$ cat src/rtl/console_pkg.sv
// console_pkg: rate codes, tick periods and scheduler state encoding shared across the console sampling path
package console_pkg;
  localparam logic [3:0] FSAMP_1K = 4'h1;
  localparam logic [3:0] FSAMP_2K = 4'h2;
  localparam logic [3:0] FSAMP_4K = 4'h3;
  localparam logic [3:0] FSAMP_8K = 4'h4;
  localparam logic [3:0] FSAMP_16K = 4'h5;
  // Tick periods in clk cycles for a 100 MHz system clock
  localparam int TICK_1K = 100000;
  localparam int TICK_2K = 50000;
  localparam int TICK_4K = 25000;
  localparam int TICK_8K = 12500;
  localparam int TICK_16K = 6250;
  typedef enum logic [2:0] {IDLE, ARM, WAIT, START, BUSY, PACK} state_t;
  function automatic logic [3:0] fsamp_sel(input logic [3:0] code);
    return (code >= FSAMP_1K && code <= FSAMP_16K) ? code : FSAMP_1K;
  endfunction
endpackage

$ cat src/rtl/console_samp_sched.sv
// console_samp_sched: per-tick device conversion sequencer with overrun and timeout tracking
module console_samp_sched
  import console_pkg::*;
#(
  parameter int NUM_DEV = 4,
  parameter int TIMEOUT = 4096,
  parameter int CNT_W = 16
) (
  input  logic               clk,
  input  logic               rst,
  input  logic               work,
  input  logic [3:0]         freq_req,
  output logic [3:0]         freq_samp,
  input  logic               fs,
  output logic               fd,
  output logic [NUM_DEV-1:0] dev_start,
  input  logic [NUM_DEV-1:0] dev_done,
  output logic               pkt_valid,
  input  logic               pkt_ack,
  output logic [CNT_W-1:0]   samp_cnt,
  output logic [CNT_W-1:0]   ovr_cnt,
  output logic [NUM_DEV-1:0] err_tmo
);
  localparam int TW = $clog2(TIMEOUT) + 1;
  localparam int IW = NUM_DEV > 1 ? $clog2(NUM_DEV) : 1;
  state_t state, nxt;
  logic [IW-1:0] idx;
  logic [TW-1:0] timer;
  logic fs_seen, live, tick, ovr, done, tmo, adv, last;
  // fs stays high until acknowledged; fs_seen blocks re-accepting the same level after fd
  always_comb begin
    live = state inside {WAIT, START, BUSY, PACK};
    tick = live && fs && !fd && !fs_seen;
    ovr = tick && state != WAIT;
    done = dev_done[idx];
    tmo = timer == TW'(TIMEOUT - 1);
    adv = state == BUSY && (done || tmo);
    last = idx == IW'(NUM_DEV - 1);
  end
  always_comb begin
    nxt = state;
    if (!work) nxt = IDLE;
    else
      case (state)
        IDLE:    nxt = ARM;
        ARM:     nxt = WAIT;
        WAIT:    nxt = tick ? START : WAIT;
        START:   nxt = BUSY;
        BUSY:    nxt = adv ? (last ? PACK : START) : BUSY;
        PACK:    nxt = pkt_ack ? ARM : PACK;
        default: nxt = IDLE;
      endcase
  end
  assign pkt_valid = state == PACK;
  always_ff @(posedge clk or posedge rst)
    if (rst) state <= IDLE;
    else state <= nxt;
  always_ff @(posedge clk or posedge rst) begin
    if (rst) begin
      freq_samp <= FSAMP_1K;
      fd <= 1'b0;
      dev_start <= '0;
      samp_cnt <= '0;
      ovr_cnt <= '0;
      err_tmo <= '0;
      idx <= '0;
      timer <= '0;
      fs_seen <= 1'b0;
    end else begin
      fd <= work && tick;
      fs_seen <= fs && (fs_seen || (work && tick));
      dev_start <= (work && state == START) ? NUM_DEV'(1) << idx : '0;
      if (state != BUSY) timer <= '0;
      else if (!(&timer)) timer <= timer + 1'b1;
      if (state == IDLE && work) begin
        samp_cnt <= '0;
        ovr_cnt <= '0;
        err_tmo <= '0;
      end
      if (state == ARM) freq_samp <= fsamp_sel(freq_req);
      if (state == WAIT && tick) idx <= '0;
      if (adv && !last) idx <= idx + 1'b1;
      if (adv && !done) err_tmo[idx] <= 1'b1;
      if (work && state == PACK && pkt_ack) samp_cnt <= samp_cnt + 1'b1;
      if (work && ovr && !(&ovr_cnt)) ovr_cnt <= ovr_cnt + 1'b1;
    end
  end
endmodule
$ cat config.mk
export PLATFORM = sky130hd
export DESIGN_NAME = console_samp_sched
export DESIGN_NICKNAME = d
export VERILOG_FILES = /design/src/rtl/console_pkg.sv /design/src/rtl/console_samp_sched.sv
export SDC_FILE = /design/constraint.sdc
export NUM_CORES = 1
export LEC_CHECK = 0
export ABC_AREA = 1
export CORE_AREA = 5 5 100 102
export CTS_BUF_LIST = sky130_fd_sc_hd__clkbuf_4
export CTS_CLUSTER_DIAMETER = 120
export DETAILED_ROUTE_END_ITERATION = 16
export DIE_AREA = 0 0 105 107
export DONT_BUFFER_PORTS = 1
export PLACE_DENSITY = 0.56
export SYNTH_ARGS = -nofsm -noshare
export SYNTH_HDL_FRONTEND = slang
export SYNTH_SLANG_ARGS = --single-unit
$ cat constraint.sdc
create_clock -name clk -period 4.4 [get_ports clk]
set_input_delay 0.66 -clock clk [delete_from_list [all_inputs] [get_ports clk]]
set_output_delay 0.66 -clock clk [all_outputs]
set_load 0.02 [all_outputs]
# Word-level counts from Yosys, hierarchy flattened
# Index checks and enable logic that the tools add are counted.
[word_totals]
ff_bits = 64
inputBits = 13
output_inout_bits = 46
wordCells = 83
[op_classes]
addsub = 4
n_lt_le_gt_ge = 4
eq_ne = 10
shifts = 1
mux = 21
bitwise_logic = 1
reduce_logical = 32
[ops]
columns = ["operator", "count"]
rows = [
  ["16-bit 2-to-1 mux", 3],
  ["16-bit by 1-bit adder with 16-bit output, second input constant", 2],
  ["13-bit 2-to-1 mux", 2],
  ["1-bit logical AND", 18],
  ["3-bit one-hot mux with 6 select lines", 1],
  ["4-bit 2-to-1 mux", 4],
  ["16-bit AND reduction", 1],
  ["13-bit by 1-bit adder with 13-bit output, second input constant", 1],
  ["13-bit by 12-bit == test with 1-bit output, second input constant", 1],
  ["13-bit AND reduction", 1],
  ["3-bit 2-to-1 mux", 4],
  ["3-bit by 2-bit == test with 1-bit output, second input constant", 2],
  ["3-bit == test, second input constant", 2],
  ["2-bit nonzero test", 3],
  ["1-bit zero test", 5],
  ["4-bit by 1-bit greater-or-equal comparator with 1-bit output, second input constant", 1],
  ["4-bit by 3-bit <= comparator with 1-bit output, second input constant", 1],
  ["2-bit 2-to-1 mux", 2],
  ["4-bit bitwise OR", 1],
  ["4-bit nonzero test", 1],
  ["1-bit by 2-bit left shift with 4-bit output, first input constant", 1],
  ["3-bit by 1-bit == test with 1-bit output, second input constant", 1],
  ["3-bit zero test", 1],
  ["2-bit by 3-bit less-than comparator with 1-bit output, second input constant", 1],
  ["other kinds (10)", 13],
]

# Logic depth before layout (Yosys ltp)
# Gate-level depths: netlist of run 1.
[depth]
word_depth = 9
mapped_depth = 11
ltp_nobuf = 11

# Worst setup path before layout of run 1
# Ideal clock, no wire load.
[synth_path]
kind = "input -> register"
start = "input fs"
end = "register ovr_cnt[6]"
arrival_time_ps = 1486
setup_slack_ps = 2794
path_stages = 8
cell_sequence = "inv_1 -> nor3_1 -> nand4_1 -> clkinv_1 -> nand2_2 -> buf_6 -> nand2_4 -> o21ai_2"
[synth_via]
elab_chain_cells = 7
elab_cells_between_ends = 8
[synth_rtl]
columns = ["item", "line_no", "source"]
rows = [
  ["start: declaration", "console_samp_sched.sv:14", "input logic fs,"],
  ["1-bit logical AND * (3 in series)", "console_samp_sched.sv:33", "tick = live && fs && !fd && !fs_seen;"],
  ["1-bit logical AND *", "console_samp_sched.sv:34", "ovr = tick && state != WAIT;"],
  ["1-bit logical AND * (2 in series)", "console_samp_sched.sv:85", "if (work && ovr && !(&ovr_cnt)) ovr_cnt <= ovr_cnt + 1'b1;"],
  ["16-bit 2-to-1 mux / 2-bit nonzero test (equally long branches)", "--", ""],
  ["end signal: assignment", "console_samp_sched.sv:85", ""],
  ["end: declaration", "console_samp_sched.sv:21", "output logic [CNT_W-1:0] ovr_cnt,"],
]
# Every way passes the cells marked *; elsewhere a longest branch is shown, timed or not.
# A chain may end at the register's enable or synchronous reset.

# Final worst setup path of run 1
[layout_path]
start = "register state[2]"
end = "register samp_cnt[7]"
[layout_via]
elab_chain_cells = 4
elab_cells_between_ends = 7
[layout_rtl]
columns = ["item", "line_no", "source"]
rows = [
  ["start: declaration", "console_samp_sched.sv:26", "state_t state, nxt;"],
  ["start signal: assignment", "console_samp_sched.sv:57", "else state <= nxt;"],
  ["3-bit == test", "console_samp_sched.sv:84", "if (work && state == PACK && pkt_ack) samp_cnt <= samp_cnt + 1'b1;"],
  ["1-bit logical AND (2 in series)", "console_samp_sched.sv:84", ""],
  ["16-bit 2-to-1 mux / 2-bit nonzero test (equally long branches)", "--", ""],
  ["end signal: assignment", "console_samp_sched.sv:84", ""],
  ["end: declaration", "console_samp_sched.sv:20", "output logic [CNT_W-1:0] samp_cnt,"],
]
# Several ways; a longest one is shown, not always the timed one.

==> qor.yml, run 1 <==
tightest_slew_ns: 0.9910
slowest_delay_ns: 0.72
vias: 2915
start_util_pct: 38.85
grt_usage_pct: 14.97
cts_buffers: 9
utilization_pct: 41.54
grt_pass1_vias: 2810
cts_tree: "built"
die_h_um: 107
drive_gt1_share_pct: 11.13
ys.warnings.count: 0
setup-tns-final_ns: 0
synth-edff-count: 0
yosys_register_bits: 64
grt_max_degree: 39
postCtsResizedCells: 0
critPathMaxFanout: 22
crit_family: "simple AND/OR/NAND/NOR gates"
viasPerCell: 5.043
syn_to_final_growth_pct: 6.926
core_um2: 9021
cp_slowest_cell: "nand3_1"
slew-limit-headroom_pct: 33.75
r2r-end: "samp_cnt[7]"
power_switching_w: 0.0004045
clock-root-buffer: "clkbuf_4"
rsz0062_at_grt: "no"
syn_area_um2: 3505
p_leak_nw: 1.754
cts_setup_buffers: 0
synth.area.top_cells: "dfrtp_1 (45%), nand2_1 (12%), nor2_1 (6.0%), inv_1 (5.8%), nand3_1 (5.6%)"
path_cells: "nor2_1 -> nand3_1 -> nand2_2 -> inv_2 -> nand2_1 -> o21ai_0"
antenna_found_initial: 0
rr_worst_depth: 6
path_class: "reg -> reg"
clk_pin_slew_ns: 0.13
post-route-period-util_pct: 49.19
drtPass1Iterations: 4
drt-initial-drc-count: 81
cts_buffer_depth: 2
synthesis.instances: 455
worst-r2r-setup-slack_ns: 2.24
cts_hold_buf: 0
die_x_um: 105
setup_viol: 0
seqPwrFrac_pct: 54.3
ir_drop_v: 0.0001057
crit_buf_inv: 1
fin_nets: 482
num_rows: 35
maxCapViolCount: 0
grt_pass1_wl_um: 13750
synth-main-ff-cell: "dfrtp_1"
cp-end-kind: "flop"
gr-total-overflow: 0
status: "completed"
fillers: 914
switching_share_pct: 32.24
port_buffers: 0
route.detailed.drc: 0
routed_wl_um: 7967
final-hold-violation-count: 0
p_per_area_nw_per_um2: 334.8
avgRoutedWirePerCell_um: 13.78
timing.clock.skew_ns: 0.02672
r2r-start: "state[2]"
dieArea_um2: 11240
place_hpwl_um: 5972
fin_crit_ns: 2.164
htreeDepth: 3
n_antenna_cell: 0
crit_required_ns: 4.68
clock-sinks: 64
yosys.cell_count.top_type: "nand2_1"
clock_latency_ns: 0.41
yosys.area.top_type_share_pct: 44.98
yosysTopAreaCell: "dfrtp_1"
io_pins: 59
gp_congestion: 0.8679
p_int_w: 0.0008502
crit_path_start_kind: "flop"
synth.avg_cell_area_um2: 7.702
synthDistinctLibCells: 39
p_comb_share_pct: 14.1
syn-num-nets: 475
hold_class: "in -> async"
pwr-share-clk_pct: 31.6
synth-async-reset-ratio_pct: 100.0
finalMaxSlewViolations: 0
synth_seq_area_share_pct: 45.73
fmax_ghz: 0.4621
arrival_ns: 2.45
ant_nets: 0
yosys-top-cells-count: "nand2_1 (108), dfrtp_1 (63), nor2_1 (56), inv_1 (54), nand3_1 (39)"
## worst max path at each step
stage                     startpoint           end  slack (ns)  cells after the start
after floorplan                  rst  dev_start[0]        2.14                      1
after global placement          work   samp_cnt[7]        2.25                      5
after detailed placement        work   samp_cnt[7]        2.18                      5
after CTS                   state[1]   samp_cnt[7]        2.22                      6
after global routing        state[1]   samp_cnt[7]        2.01                      6
final                       state[2]   samp_cnt[7]        2.24                      6
## worst register-to-register path, stage by stage (launching register included)
cell and delay [ns]:
dfrtp_1 0.44, nor2_1 0.19, nand3_1 0.72, nand2_2 0.46, inv_2 0.11, nand2_1 0.07, o21ai_0 0.08
## power by group through the flow
stage / Clock, W / Sequential, W / Combinational [W]
after detailed placement: 0 / 0.000694 / 0.000180
final: 0.000397 / 0.000682 / 0.000177
after global routing: 0.000445 / 0.000688 / 0.000206
after floorplan: 0 / 0.000683 / 0.000146
after CTS: 0.000410 / 0.000683 / 0.000180
after global placement: 0 / 0.000693 / 0.000177
## area by class of cell
type	instances	area [um^2]	area share (%)
multi-input cells	319	1612	43.01
repair buffers	1	7.507	0.2003
clock inverters	5	50.05	1.336
clock buffers	11	82.58	2.204
flip-flops and latches	64	1603	42.77
well taps	111	138.9	3.706
inverters	67	254.0	6.778
## cell families after synthesis
family,synth area share [%]
XOR/XNOR,2.999
adder cells (fa/ha/maj),2.499
AO/OA/AOI/OAI,9.854
buffers and inverters,8.283
flip-flops,45.73
AND/OR/NAND/NOR,30.63
## registers in the layout (all words and copies together), names as in the netlist, 2 cells and up
signal / cells
ovr_cnt: 16
samp_cnt: 16
timer: 13
dev_start: 4
err_tmo: 4
freq_samp: 4
state: 3
idx: 2
## metrics by stage
stage	instance area (um^2)	setup WS, ns	std cells	total power [W]	hold slack (ns)
finish	3747	2.236	578	0.001255	0.1578
floorplan	3505	2.144	455	0.0008294	0.4675
CTS	3747	2.215	578	0.001273	0.1627
detailed placement	3615	2.184	562	0.0008738	0.4915
global placement	3615	2.251	562	0.0008704	0.4820
global route	3747	2.014	578	0.001339	0.1750
## layer usage
layer	wire (um)	vias up	GRT usage [%]
met4	114	0	5.297
met5	0	-	0
met3	400	11	4.275
li1	-	1478	-
met1	3515	1371	18.70
met2	3937	55	24.73
## placed cells by master (no fill, tap or decap), types with 3 or more instances in the layout
cell      count
o21ai_1      16
inv_2        11
o21ai_0      10
a21oi_1      16
o21a_1        3
dfrtp_1      63
nand2_1     108
o21ai_2       5
nand4_1      11
clkinv_2      4
nor2_2        4
nor2_1       56
nand3_1      39
inv_1        53
clkbuf_4     11
nand2_2       4
o31ai_1       3
ha_1          7
xor2_1       10
nor3_1        9
(Power assumes the default switching activity.)
==> inputs of run 2 (changes only) <==
--- a/config.mk
+++ b/config.mk
@@ -5,14 +5,14 @@
 export SDC_FILE = /design/constraint.sdc
 export NUM_CORES = 1
 export LEC_CHECK = 0
-export ABC_AREA = 1
-export CORE_AREA = 5 5 100 102
+export ABC_AREA = 0
+export CORE_AREA = 5 5 97 99
 export CTS_BUF_LIST = sky130_fd_sc_hd__clkbuf_4
 export CTS_CLUSTER_DIAMETER = 120
 export DETAILED_ROUTE_END_ITERATION = 16
-export DIE_AREA = 0 0 105 107
+export DIE_AREA = 0 0 102 104
 export DONT_BUFFER_PORTS = 1
-export PLACE_DENSITY = 0.56
+export PLACE_DENSITY = 0.57
 export SYNTH_ARGS = -nofsm -noshare
 export SYNTH_HDL_FRONTEND = slang
 export SYNTH_SLANG_ARGS = --single-unit
==> constraint.sdc (replaced) <==
create_clock -name clk -period 2 [get_ports clk]
set_input_delay 0.3 -clock clk [delete_from_list [all_inputs] [get_ports clk]]
set_output_delay 0.3 -clock clk [all_outputs]
set_load 0.02 [all_outputs]
==> run 2 against run 1 <==
Synthesized cell count decreased by 26%. Sequential cell count unchanged. Cell count decreased by 15%. Sequential share of layout area decreased by 1.5 points. Non-clock buffer count increased by 41. Clock power increased to 2.6 times the previous value. Utilization increased by 4.4 points. Worst setup slack got worse by 2.2 ns. Largest power group unchanged. Routed wire length decreased by 2.8%.
==> qor.yml, run 2 <==
wl_met1_um: 3366  # was 3515 um
yosys.area.top_type_share_pct: 47.91  # was 44.98%
clock-sinks: 64  # unchanged
fin_crit_ns: 1.990  # was 2.164 ns
clock-root-buffer: "clkbuf_4"  # unchanged
rr_worst_depth: 4  # was 6
multiInputGateArea_um2: 1580  # was 1612 um^2
vias: 2634  # was 2,915
ys.warnings.count: 0  # unchanged
n_antenna_cell: 0  # unchanged
slew-limit-headroom_pct: 65.70  # was 33.75%
synth.area.top_cells: "dfrtp_1 (48%), nand2_1 (4.0%), o21ai_0 (3.7%), nand3_1 (3.2%), xnor2_1 (3.2%)"  # was dfrtp_1 (45%), nand2_1 (12%), nor2_1 (6.0%), inv_1 (5.8%), nand3_1 (5.6%)
p_leak_nw: 1.716  # was 1.754 nW
yosysTopAreaCell: "dfrtp_1"  # unchanged
yosys.cell_count.top_type: "dfrtp_1"  # was nand2_1
die_h_um: 104  # was 107 um
die_x_um: 102  # was 105 um
syn_to_final_growth_pct: 18.14  # was 6.926%
routed_wl_um: 7740  # was 7967 um
yosys-top-cells-count: "dfrtp_1 (63), nand2_1 (35), nor2_1 (24), o21ai_0 (24), nand3_1 (21)"  # was nand2_1 (108), dfrtp_1 (63), nor2_1 (56), inv_1 (54), nand3_1 (39)
drive_gt1_share_pct: 17.32  # was 11.13%
drt-initial-drc-count: 89  # was 81
dpl_cell_area_um2: 3646  # was 3615 um^2
r2r-start: "state[2]"  # unchanged
path_class: "reg -> reg"  # unchanged
post-route-period-util_pct: 99.48  # was 49.19%
yosys_register_bits: 64  # unchanged
r2r-end: "freq_samp[2]"  # was samp_cnt[7]
cp-end-kind: "flop"  # unchanged
tightest_slew_ns: 0.5138  # was 0.9910 ns
clk_pin_slew_ns: 0.12  # was 0.13 ns
worst_slack_ns: 0.01037  # was 2.236 ns
wl_met2_um: 3730  # was 3937 um
crit_required_ns: 2.35  # was 4.68 ns
gp_congestion: 0.8127  # was 0.8679
fillers: 824  # was 914
crit_path_start_kind: "flop"  # unchanged
viasPerCell: 5.387  # was 5.043
rsz0062_at_grt: "yes"  # was no
crit_end: "freq_samp[2]"  # was samp_cnt[7]
cts_tree: "built"  # unchanged
route.detailed.drc: 0  # unchanged
syn-num-nets: 358  # was 475
top_regs: "ovr_cnt (16), samp_cnt (16), timer (13)"  # unchanged
fmax_ghz: 0.5026  # was 0.4621 GHz
final_cell_mix: "dfrtp_1 (63), nand2_1 (35), buf_4 (33)"  # was nand2_1 (108), dfrtp_1 (63), nor2_1 (56)
synthesis.instances: 338  # was 455
cp_slowest_cell: "dlygate4sd3_1"  # was nand3_1
synthDistinctLibCells: 52  # was 39
io_pins: 59  # unchanged
timing.clock.skew_ns: 0.01001  # was 0.02672 ns
place_hpwl_um: 5459  # was 5972 um
setup_viol: 0  # unchanged
grt_pass1_wl_um: 13570  # was 13,750 um
grt_max_degree: 43  # was 39
clock_latency_ns: 0.41  # about the same
synth-async-reset-ratio_pct: 100.0  # unchanged
grt_pass1_vias: 2781  # was 2,810
drtPass1Iterations: 4  # unchanged
path_cells: "buf_4 -> or3_1 -> o41ai_1 -> dlygate4sd3_1"  # was nor2_1 -> nand3_1 -> nand2_2 -> inv_2 -> nand2_1 -> o21ai_0
gr-total-overflow: 0  # unchanged
cts_buffer_depth: 2  # unchanged
finalInstanceArea_um2: 3887  # was 3747 um^2
ir_drop_v: 0.0003607  # was 0.0001057 V
ant_nets: 0  # unchanged
status: "completed"  # unchanged
grt_usage_pct: 15.73  # was 14.97%
synth-edff-count: 0  # unchanged
startpoint: "state[2]"  # unchanged
num_rows: 34  # was 35
finalMaxSlewViolations: 0  # unchanged
worst-r2r-setup-slack_ns: 0.01  # was 2.24 ns
cts_buffers: 9  # unchanged
core_um2: 8466  # was 9021 um^2
final_cells: 489  # was 578
fin_nets: 396  # was 482
avgRoutedWirePerCell_um: 15.83  # was 13.78 um
total_power_w: 0.003327  # was 0.001255 W
layout_commonest_cell: "dfrtp_1"  # was nand2_1
arrival_ns: 2.34  # was 2.45 ns
synth-main-ff-cell: "dfrtp_1"  # unchanged
synth.avg_cell_area_um2: 9.736  # was 7.702 um^2
syn_area_um2: 3291  # was 3505 um^2
p_per_area_nw_per_um2: 855.7  # was 334.8 nW/um^2
synth_seq_area_share_pct: 48.71  # was 45.73%
dpl_worst_slack_ns: 0.1023  # was 2.184 ns
slowest_delay_ns: 0.59  # was 0.72 ns
maxCapViolCount: 0  # unchanged
critPathMaxFanout: 8  # was 22
start_util_pct: 38.87  # was 38.85%
final-hold-violation-count: 0  # unchanged
top_layer_used: "met4"  # unchanged
regArea_um2: 1603  # unchanged
met3WireLength_um: 524  # was 400 um
place_inst: 466  # was 562
hold_class: "in -> reg"  # was in -> async
htreeDepth: 3  # unchanged
antenna_found_initial: 0  # unchanged
dieArea_um2: 10610  # was 11,240 um^2
port_buffers: 0  # unchanged
-- run 2: area by class of cell --
type,instances,area share (%)
repair buffers,42,9.205
multi-input cells,246,40.65
well taps,108,3.476
clock inverters,7,2.446
inverters,13,1.255
clock buffers,9,1.738
flip-flops and latches,64,41.23
-- run 2: power by group --
part	switching, W	internal [W]
Clock	0.000516	0.000509
Combinational	0.000444	0.000318
Sequential	0.000146	0.00139
-- run 2: worst min-delay path by stage --
| stage | from | slack [ns] | endpoint | cells after the start |
|---|---|---|---|---|
| finish | work | 0.05 | state[2] | 2 |
| global route | work | 0.02 | state[2] | 2 |
| CTS | work | 0.02 | state[2] | 2 |
| detailed placement | rst | 0.25 | freq_samp[3] | 1 |
| global placement | rst | 0.25 | freq_samp[3] | 1 |
| floorplan | freq_req[1] | 0.40 | freq_samp[2] | 1 |
-- run 2: metrics by stage --
stage          util (%)  setup TNS (ns)  hold slack [ns]
2_1_floorplan         -               0           0.3971
3_3_place_gp      43.07               0           0.2518
3_5_place_dp      43.07               0           0.2523
4_1_cts           45.82               0          0.02211
5_1_grt           45.92         -0.1831          0.02298
6_report          45.92               0          0.04704
-- run 2: per-layer routing --
| layer | vias to the layer above | GRT usage [%] |
|---|---|---|
| li1 | 1308 | - |
| met1 | 1268 | 20.14 |
| met2 | 49 | 24.84 |
| met3 | 9 | 4.225 |
| met4 | 0 | 6.560 |
| met5 | - | 0 |
-- run 2: worst max-delay path, delay by kind of cell, from the launching register on --
kind            cells  cell delay (ns)
flops               1             0.43
compound gates      1             0.25
simple gates        1             0.49
buf+inv             2             0.77
-- run 2: what timing repair did --
item	in CTS	in global routing
setup buffers	0	0
hold endpoints to repair	26	0
resized for setup	0	4
hold buffers	7	0
endpoints found under the setup margin	0	13
-- run 2: cells by family (layout without fill, tap and decap cells) --
kind of cell    after synthesis  after routing  synth area share (%)
fa+ha+maj                     7              7                 2.661
buf+inv                      28             71                 3.536
simple gates                140            140                 23.42
compound gates               78             78                 15.29
flops                        64             64                 48.71
xor+xnor                     14             14                 3.726
mux                           7              7                 2.661
